<file path="src/rtl/led_chaser.sv">
// LED chaser: walking-light or bar-graph pattern across WIDTH outputs,
// advanced by an internal programmable prescaler.
module led_chaser #(
  parameter int unsigned WIDTH      = 16,
  parameter int unsigned DIV_W      = 32,
  parameter int unsigned ACTIVE_LOW = 1,
  parameter int unsigned POS_W      = $clog2(WIDTH)
) (
  input  logic             clk,
  input  logic             reset,
  input  logic             en,
  input  logic             clr,
  input  logic [DIV_W-1:0] div,
  input  logic [1:0]       mode,
  output logic [WIDTH-1:0] out,
  output logic [POS_W-1:0] pos,
  output logic             step,
  output logic             wrap
);

  localparam logic       DIR_UP      = 1'b0;
  localparam logic       DIR_DOWN    = 1'b1;
  localparam logic [1:0] MODE_FWD    = 2'b00;
  localparam logic [1:0] MODE_REV    = 2'b01;
  localparam logic [1:0] MODE_BOUNCE = 2'b10;
  localparam logic [1:0] MODE_FILL   = 2'b11;

  localparam logic [POS_W-1:0] POS_LAST = POS_W'(WIDTH - 1);

  logic [DIV_W-1:0] cnt_q, cnt_d;
  logic [POS_W-1:0] pos_q, pos_d;
  logic             dir_q, dir_d;
  logic             step_q, step_d;
  logic             wrap_q, wrap_d;
  logic             tick_c;
  logic             wrap_cond_c;
  logic [WIDTH-1:0] lit_c;

  // State register
  always_ff @(posedge clk or posedge reset) begin
    if (reset) begin
      cnt_q  <= '0;
      pos_q  <= '0;
      dir_q  <= DIR_UP;
      step_q <= 1'b0;
      wrap_q <= 1'b0;
    end else begin
      cnt_q  <= cnt_d;
      pos_q  <= pos_d;
      dir_q  <= dir_d;
      step_q <= step_d;
      wrap_q <= wrap_d;
    end
  end

  // Prescaler, position stepping and bounce direction
  always_comb begin
    cnt_d       = cnt_q;
    pos_d       = pos_q;
    dir_d       = dir_q;
    step_d      = 1'b0;
    wrap_d      = 1'b0;
    tick_c      = 1'b0;
    wrap_cond_c = 1'b0;

    if (clr) begin
      cnt_d = '0;
      pos_d = '0;
      dir_d = DIR_UP;
    end else begin
      // >= so that lowering div below the running count never stalls
      if (en) begin
        if (cnt_q >= div) begin
          cnt_d  = '0;
          tick_c = 1'b1;
        end else begin
          cnt_d = cnt_q + DIV_W'(1);
        end
      end

      if (tick_c) begin
        case (mode)
          MODE_REV: begin
            wrap_cond_c = (pos_q == '0);
            pos_d       = wrap_cond_c ? POS_LAST : pos_q - POS_W'(1);
          end
          MODE_BOUNCE: begin
            if (dir_q == DIR_UP) begin
              if (pos_q == POS_LAST) begin
                wrap_cond_c = 1'b1;
                dir_d       = DIR_DOWN;
                pos_d       = POS_LAST - POS_W'(1);
              end else begin
                pos_d = pos_q + POS_W'(1);
              end
            end else begin
              if (pos_q == '0) begin
                wrap_cond_c = 1'b1;
                dir_d       = DIR_UP;
                pos_d       = POS_W'(1);
              end else begin
                pos_d = pos_q - POS_W'(1);
              end
            end
          end
          default: begin
            wrap_cond_c = (pos_q == POS_LAST);
            pos_d       = wrap_cond_c ? '0 : pos_q + POS_W'(1);
          end
        endcase
        step_d = 1'b1;
        wrap_d = wrap_cond_c;
      end

      // Entering bounce always starts upward
      if (mode != MODE_BOUNCE) begin
        dir_d = DIR_UP;
      end
    end
  end

  // Position p drives out bit WIDTH-1-p; fill mode lights positions 0..pos
  always_comb begin
    lit_c = '0;
    for (int i = 0; i < WIDTH; i++) begin
      if (mode == MODE_FILL) begin
        lit_c[i] = (POS_W'(WIDTH - 1 - i) <= pos_q);
      end else begin
        lit_c[i] = (POS_W'(WIDTH - 1 - i) == pos_q);
      end
    end
  end

  assign out  = (ACTIVE_LOW != 0) ? ~lit_c : lit_c;
  assign pos  = pos_q;
  assign step = step_q;
  assign wrap = wrap_q;

  logic unused_mode_fwd;
  assign unused_mode_fwd = ^MODE_FWD;

endmodule

</file>
<file path="config.mk">
export PLATFORM = sky130hd
export DESIGN_NAME = led_chaser
export DESIGN_NICKNAME = d
export VERILOG_FILES = /design/src/rtl/led_chaser.sv
export SDC_FILE = /design/constraint.sdc
export NUM_CORES = 1
export LEC_CHECK = 0
export CORE_UTILIZATION = 30
export DETAILED_ROUTE_END_ITERATION = 8
export PLACE_DENSITY = 0.5
export SLEW_MARGIN = 20
export SYNTH_ARGS = -nofsm -noshare
export SYNTH_HDL_FRONTEND = slang
export SYNTH_SLANG_ARGS = --single-unit
</file>
<file path="constraint.sdc">
create_clock -name clk -period 6.35 [get_ports clk]
set_input_delay 1.5875 -clock clk [delete_from_list [all_inputs] [get_ports clk]]
set_output_delay 1.5875 -clock clk [all_outputs]
set_load 0.02 [all_outputs]
</file>
# Yosys cells after proc, flatten, opt, wreduce, memory -nomap -nowiden
# Index checks and enable logic that the tools add are counted.
# op_classes
n_addsub	3
magnitude_cmp	17
eq_ne	20
n_mux	44
n_bitwise	1
n_reduce_logical	6
# ops
op	n
$mux 32	3
$add 32x1->32 const B	1
$eq 4x4->1 const A	8
$ge 32x32->1	1
$le 4x4->1 const A	8
$mux 1	32
$mux 4	7
$eq 3x4->1 const A	4
$le 3x4->1 const A	4
$not 16->16	1
$eq 2x4->1 const A	2
$le 1x4->1 const A	2
$le 2x4->1 const A	2
$pmux 4 s2	1
$reduce_bool 3->1	2
$add 4x1->4 const B	1
$eq 1x4->1 const A	1
$eq 2x2->1 const B	2
$eq 4x4->1 const B	1
$logic_not 4->1	1
$reduce_bool 2->1	2
$sub 4x1->4 const B	1
$eq 2x1->1 const B	1
$ne 2x2->1 const B	1
other kinds (2)	2
# word_totals
register_bits	39
in_bits	38
word_cells	96

# Longest topological paths before layout
# depth
word_depth	7
depth_mapped	11

# Worst setup path after synthesis
# No wires, ideal clock.
# synth_path
kind	input -> output
start	input port mode[0]
end	output port out[7]
arrival_ns	2.527
path_slack_ns	2.236
stages	3
n_path_buf	1
path_cell_list	ha_1 -> clkbuf_1 -> o21ai_0
# synth_between
elab_chain_len	3
# synth_lines
element	line	rtl
from (decl)	14	input logic [1:0] mode,
$eq 2x2->1	126	if (mode == MODE_FILL) begin
$mux 1	126	
$not 16->16	134	assign out = (ACTIVE_LOW != 0) ? ~lit_c : lit_c;
to (decl)	15	output logic [WIDTH-1:0] out,
# No other way between the ends.

# Final worst setup path
# layout_path
start	input port mode[0]
end	output port out[9]
# The elaborated chain is that of the path after synthesis.

==> flow_summary.ini <==
[final_layout]
multi_input_area_um2 = 2399
layout_common_cells = clkdlybuf4s50_1, nand2_1, inv_1, ha_1, dfrtp_1
drive_gt1_frac = 0.06496
layout_commonest_cell = clkdlybuf4s50_1
fillers = 1231
final_util = 0.3766
syn_to_final_growth_pct = 22.74
antenna_cells = 0
regArea_um2 = 975.9
final_nets = 585

[pwr]
p_clk_frac = 0.431
seqPwrFrac = 0.433
p_switching_uw = 148.3
p_leak_uw = 0.001913
p_int_uw = 430.6
max-vdd-ir-drop_mv = 0.08320
pwr-share-comb = 0.136
swShare = 0.2562
p_per_area_nw_per_um2 = 128.5

[synth]
ys_ff_latch = 39
syn_area_um2 = 3670
synth.avg_cell_area_um2 = 7.943
ys.flop_type = dfrtp_1
synth_edf_count = 0
syn-num-nets = 540
yosys_warnings = 0
synthCells = 462
synthArstFlopShare = 1.000
yosysSeqAreaShare = 0.2659
yosysUniqueCellTypes = 65

[worst_hold_path]
hold_class = flop to flop
worstHoldStart = cnt_q[31]
holdPathEnd = cnt_q[31]
holdPathStages = 2

[routing]
vias_per_cell = 5.444
wl_um = 9961
num_vias = 3566
first_pass_iters = 5
wl_per_cell_um = 15.21
dr.first_iter.drc_count = 193
drc_errors = 0
ant_nets = 0

[clocking]
postCtsResizedCells = 0
post-cts-setup-buffers = 0
cts_root_buf = clkbuf_16
cts_hold_buf = 0
cts-buffers-inserted = 5
clockBufferDepth = 2
clk_latency_ns = 0.28
htree_levels = 2
cts_sinks = 39
tritoncts = done
path_clk_slew_ns = 0.07

[worst_setup_path]
worstRegToRegCells = 9
cp-end-kind = output port
rr_startpoint = cnt_q[13]
worstSetupPathType = input port to output port
cp_common_cell = clkdlybuf4s50_1
r2r_setup_slack_ns = 3.17
start_kind = input port
cp_data_required_time_ns = 4.76
worstPathCellList = clkdlybuf4s50_1 -> ha_1 -> nand2_1 -> o21ai_0 -> a22oi_1 -> clkdlybuf4s50_1
max_stage_delay_ns = 0.64
cp.arrival_ns = 3.48
critPathSlowestCell = clkdlybuf4s50_1
cp_max_fo = 15
rr_endpoint = cnt_q[21]

[global_routing]
grt_pass1_vias = 3416
track_usage = 0.1651
grt_max_degree = 40
antenna_found_initial = 0
grt_pass1_wl_um = 17220
grt_overflow = 0

[die]
die_w_um = 112.6
dieArea_um2 = 12680
core_area_um2 = 11960
io_pins = 60
fp.dieH_um = 112.6
start_util = 0.3068
core.rowCount = 40

[sta]
period_minus_slack_ns = 5.069
tns_ns = 0
relSlewSlack = 0.4033
finalCritPeriodShare = 0.7982
fin_skew_ns = 0.01009
hold_viol_final = 0
grt_setup_unrepaired = false
worstMarginPinSlew_ns = 0.8882
finalWorstSetupSlack_ns = 1.281
setup_viol = 0
drv_slew = 0
max_freq_ghz = 0.1973

[job]
max_cap_viol_count = 0

[status]
outcome = completed

[placement]
dp_hpwl_um = 6922
numPortBuffers = 59
gp_congestion = 0.7763
place_ws_ns = 1.275
## sequential cells by signal (all words and copies together), names as in the netlist
name   count
cnt_q     32
dir_q      1
pos        4
step       1
wrap       1
## kinds of logic (layout without fill, tap and decap cells)
group,count (synthesis),count (layout),synth area share
flops,39,39,0.2659
simple gates,185,185,0.2622
mux,4,4,0.01193
buf+inv,71,117,0.08046
compound gates,123,123,0.2431
fa+ha+maj,40,40,0.1364
## worst max-delay path: cells and delay by family
family                     cells  cell delay (ns)
buffers and inverters          2             1.09
adders and majority gates      1             0.39
and+or+nand+nor                1             0.15
AOI/OAI and AO/OA              2             0.27
## how the worst max path moves through the flow
stage / startpoint / endpoint / slack (ns)
floorplan: mode[0] / out[7] / 2.24
global placement: mode[0] / out[5] / 1.33
detailed placement: mode[0] / out[9] / 1.28
CTS: mode[0] / out[9] / 1.27
global route: mode[0] / out[5] / 1.13
finish: mode[0] / out[9] / 1.28
## per-stage QoR
| step | hold WS, ns | std cells | total power [uW] | instance area (um2) |
|---|---|---|---|---|
| after floorplan | 0.5055 | 462 | 297.1 | 3670 |
| after global placement | 0.5339 | 647 | 333.3 | 4359 |
| after detailed placement | 0.5467 | 647 | 334.9 | 4359 |
| after CTS | 0.5624 | 655 | 590.1 | 4504 |
| after global routing | 0.5981 | 655 | 610.1 | 4504 |
| final | 0.5711 | 655 | 579.0 | 4504 |
## cell usage after synthesis, drive strengths merged, types with 2 or more instances
cell type,count,share of area
o21a,4,0.0082
a31oi,14,0.024
a22oi,4,0.0082
a31o,3,0.0072
a211oi,4,0.0082
nand3,26,0.035
nand2b,3,0.0051
nor2b,7,0.012
nand4,10,0.017
a41o,4,0.011
a2111oi,4,0.016
a311oi,2,0.0048
a21oi,24,0.033
or4,9,0.019
nand4b,4,0.0095
buf,7,0.015
ha,40,0.14
o221ai,2,0.0048
o22a,2,0.0051
or3,8,0.014
o31ai,3,0.0061
o21ai,23,0.034
nor4,7,0.014
nand2,58,0.061
o41ai,3,0.0072
or2,2,0.0034
and2,6,0.010
mux2,3,0.0092
inv,43,0.044
dfrtp,39,0.27
nand3b,6,0.012
clkbuf,20,0.020
nor2,23,0.024
a21o,6,0.012
o2111ai,2,0.0048
nor3,9,0.012
o211ai,6,0.016
and3,5,0.0085
o22ai,3,0.0051
## per-layer routing
metal  part of all wire  wire length [um]  up-vias  GRT usage
li1                   -                 -     1797          -
met3              0.033               325        6    0.02430
met4             0.0055                55        0    0.02400
met5                  0                 0        -          0
met1               0.49              4843     1697     0.2289
met2               0.48              4737       66     0.2765
## area by class of cell
cell class | instances | area share
Sequential cell | 39 | 0.2167
Multi-Input combinational cell | 352 | 0.5325
Timing Repair Buffer | 65 | 0.1411
Tap cell | 147 | 0.04083
Inverter | 44 | 0.03667
Clock inverter | 3 | 0.004444
Clock buffer | 5 | 0.02778
## power groups by stage
stage,logic [uW],clock network [uW],registers (uW)
finish,78.5,250,251
global route,89.5,270,251
CTS,80.2,259,251
detailed placement,79.6,0,255
global placement,78.0,0,255
floorplan,42.1,0,255
No activity file was read; power rests on OpenSTA's default activity.
==> RTL change (config.mk and constraints unchanged) <==
Change the parameter `WIDTH` from 16 to 32.
--- a/src/rtl/led_chaser.sv
+++ b/src/rtl/led_chaser.sv
@@ -1,7 +1,7 @@
 // LED chaser: walking-light or bar-graph pattern across WIDTH outputs,
 // advanced by an internal programmable prescaler.
 module led_chaser #(
-  parameter int unsigned WIDTH      = 16,
+  parameter int unsigned WIDTH      = 32,
   parameter int unsigned DIV_W      = 32,
   parameter int unsigned ACTIVE_LOW = 1,
   parameter int unsigned POS_W      = $clog2(WIDTH)
Interface: changed (resized out and pos); port bits go from 60 to 77. No check against the original RTL was run, so the function may have changed too.
==> RTL change against the original RTL <==
  * Setup slack got worse by 0.43 ns
  * Critical path depth rose by 2
  * Via count rose by 28%
  * Wire length rose by 29%
  * Area after synthesis rose by 16%
  * Sequential cell count rose by 1
  * Final area rose by 18%
  * Power rose by 12%
  * Synthesized cell count rose by 29%
  * Critical path type unchanged
==> RTL change: results (changes against the original RTL) <==
### Setup path
• cnt_q[0] — startpoint of the most critical register-to-register path
• 3.91 ns — Arrival @ worst endpoint, +0.43 ns
• 0.57 ns — peak per-stage delay on the critical path, -0.07 ns
• cnt_q[29] — worst r2r dst

### Drt
• 5 — count of TritonRoute iterations in the first routing pass, unchanged
• 437 — number of DRC markers after the initial detailed-route iteration, +130%
• 5.57 — number of vias per cell, +2.4%
• 12900 um — Total Wirelength, +29%

### Run status
• completed — status

### Yosys
• 60 — count of distinct cell types in the synthesized netlist, -7.7%
• 676 — synthesized net count, +25%
• dfrtp_1 24%, ha_1 13%, nand4_1 7.8% — top cells by area, synth
• 82 x nand2_1, 53 x nand4_1, 52 x inv_1, 43 x ha_1, 40 x dfrtp_1 — commonest cells in the synthesized netlist
• 23.6% — sequential-to-total area share from yosys stat, -3.0 points

### Hold path
• 2 — worst hold path cell count, unchanged
• cnt_q[5] — source of the worst hold timing path
• cnt_q[5] — Hold Path End

### Placement
• 76 — quantity of I/O buffers inserted on ports, +29%
• 0.849 ns — pre-CTS setup slack, -0.427 ns
• 0.823 — gpl congestion, +6.1%
• 9140 um — detailed placement HPWL, +32%

### Timing
• 0.00906 ns — setup skew after layout, -0.00103 ns
• 5.50 ns — min Tclk post-route, +0.430 ns
• 0.945 ns — Tightest Pin Transition, +0.0565 ns
• 0.589 ns — tightest hold margin, +0.0179 ns

### Pwr
• 2.16 nW — Static Leak, +13%
• 0.0000847 V — maximum VDD drop, +1.8%

### Final layout
• 1437 — # fillers, +17%
• 3.59% — share of post-route cells with drive strength above 1, -2.9 points
• 720 — Final #Nets, +23%

### GRT
• 21100 um — wire length of the first global-routing pass, +22%
• 17.8% — all-layer global routing usage, +1.3 points
• 4130 — vias in the first global route, +21%

### Clock network
• clkbuf_16 — clock root buffer master

-- RTL change: changes by cell type in the layout (fill, tap and decap cells not counted), moves of 7 or more --
cell,delta
or4_1,-7
nor3_1,+10
nor2_1,+15
nand4_1,+43
a31oi_1,+11
nand2_1,+25
inv_1,+9
a21oi_1,+11
clkdlybuf4s50_1,+17
-- RTL change: per-layer routing --
metal | vias up | track usage, % | part of all wire (%)
met5 | - | 0 | 0
met4 | 0 | 2.85 | 0.60
met3 | 6 | 2.02 | 5.6
met2 | 144 | 28.2 | 45
met1 | 2128 | 26.1 | 49
li1 | 2292 | - | -
-- RTL change: layout make-up --
type	instances	share of cell area, %
flip-flops and latches	40	18.9
clock buffers	6	2.62
multi-input cells	457	54.3
clock inverters	2	0.733
inverters	53	3.76
repair buffers	82	15.5
well taps	180	4.25
-- RTL change: worst max-delay path by stage --
stage | start | to | depth (start not counted)
after floorplan | mode[0] | out[21] | 6
after global placement | mode[0] | out[11] | 8
after detailed placement | mode[0] | out[11] | 8
after CTS | mode[0] | out[11] | 8
after global routing | mode[0] | out[11] | 8
final | mode[0] | out[11] | 8
-- RTL change: report_power, final --
part	total, mW	switching (mW)	internal (mW)	leakage [nW]
Combinational	0.0800	0.0430	0.0370	1.51
Clock	0.309	0.112	0.197	0.0871
Sequential	0.257	0.00162	0.256	0.556
-- RTL change: through the flow --
| step | power [mW] | instance area (um^2) | std cells |
|---|---|---|---|
| after floorplan | 0.304 | 4240 | 595 |
| after global placement | 0.341 | 5120 | 812 |
| after detailed placement | 0.343 | 5120 | 812 |
| after CTS | 0.654 | 5290 | 820 |
| after global routing | 0.668 | 5300 | 820 |
| final | 0.646 | 5300 | 820 |
-- RTL change: worst max-delay path, delay by kind of cell --
family | cells | cell delay [ns]
AO/OA/AOI/OAI | 2 | 0.44
buffers and inverters | 2 | 1.08
adder cells (fa/ha/maj) | 1 | 0.56
AND/OR/NAND/NOR | 3 | 0.22
-- RTL change: cells by family after synthesis --
kind of cell             share of synthesized area (%)
AO/OA/AOI/OAI                                     23.0
flip-flops                                        23.6
AND/OR/NAND/NOR                                   30.2
XOR/XNOR                                         0.620
multiplexers                                      1.00
buffers and inverters                             8.88
adder cells (fa/ha/maj)                           12.7
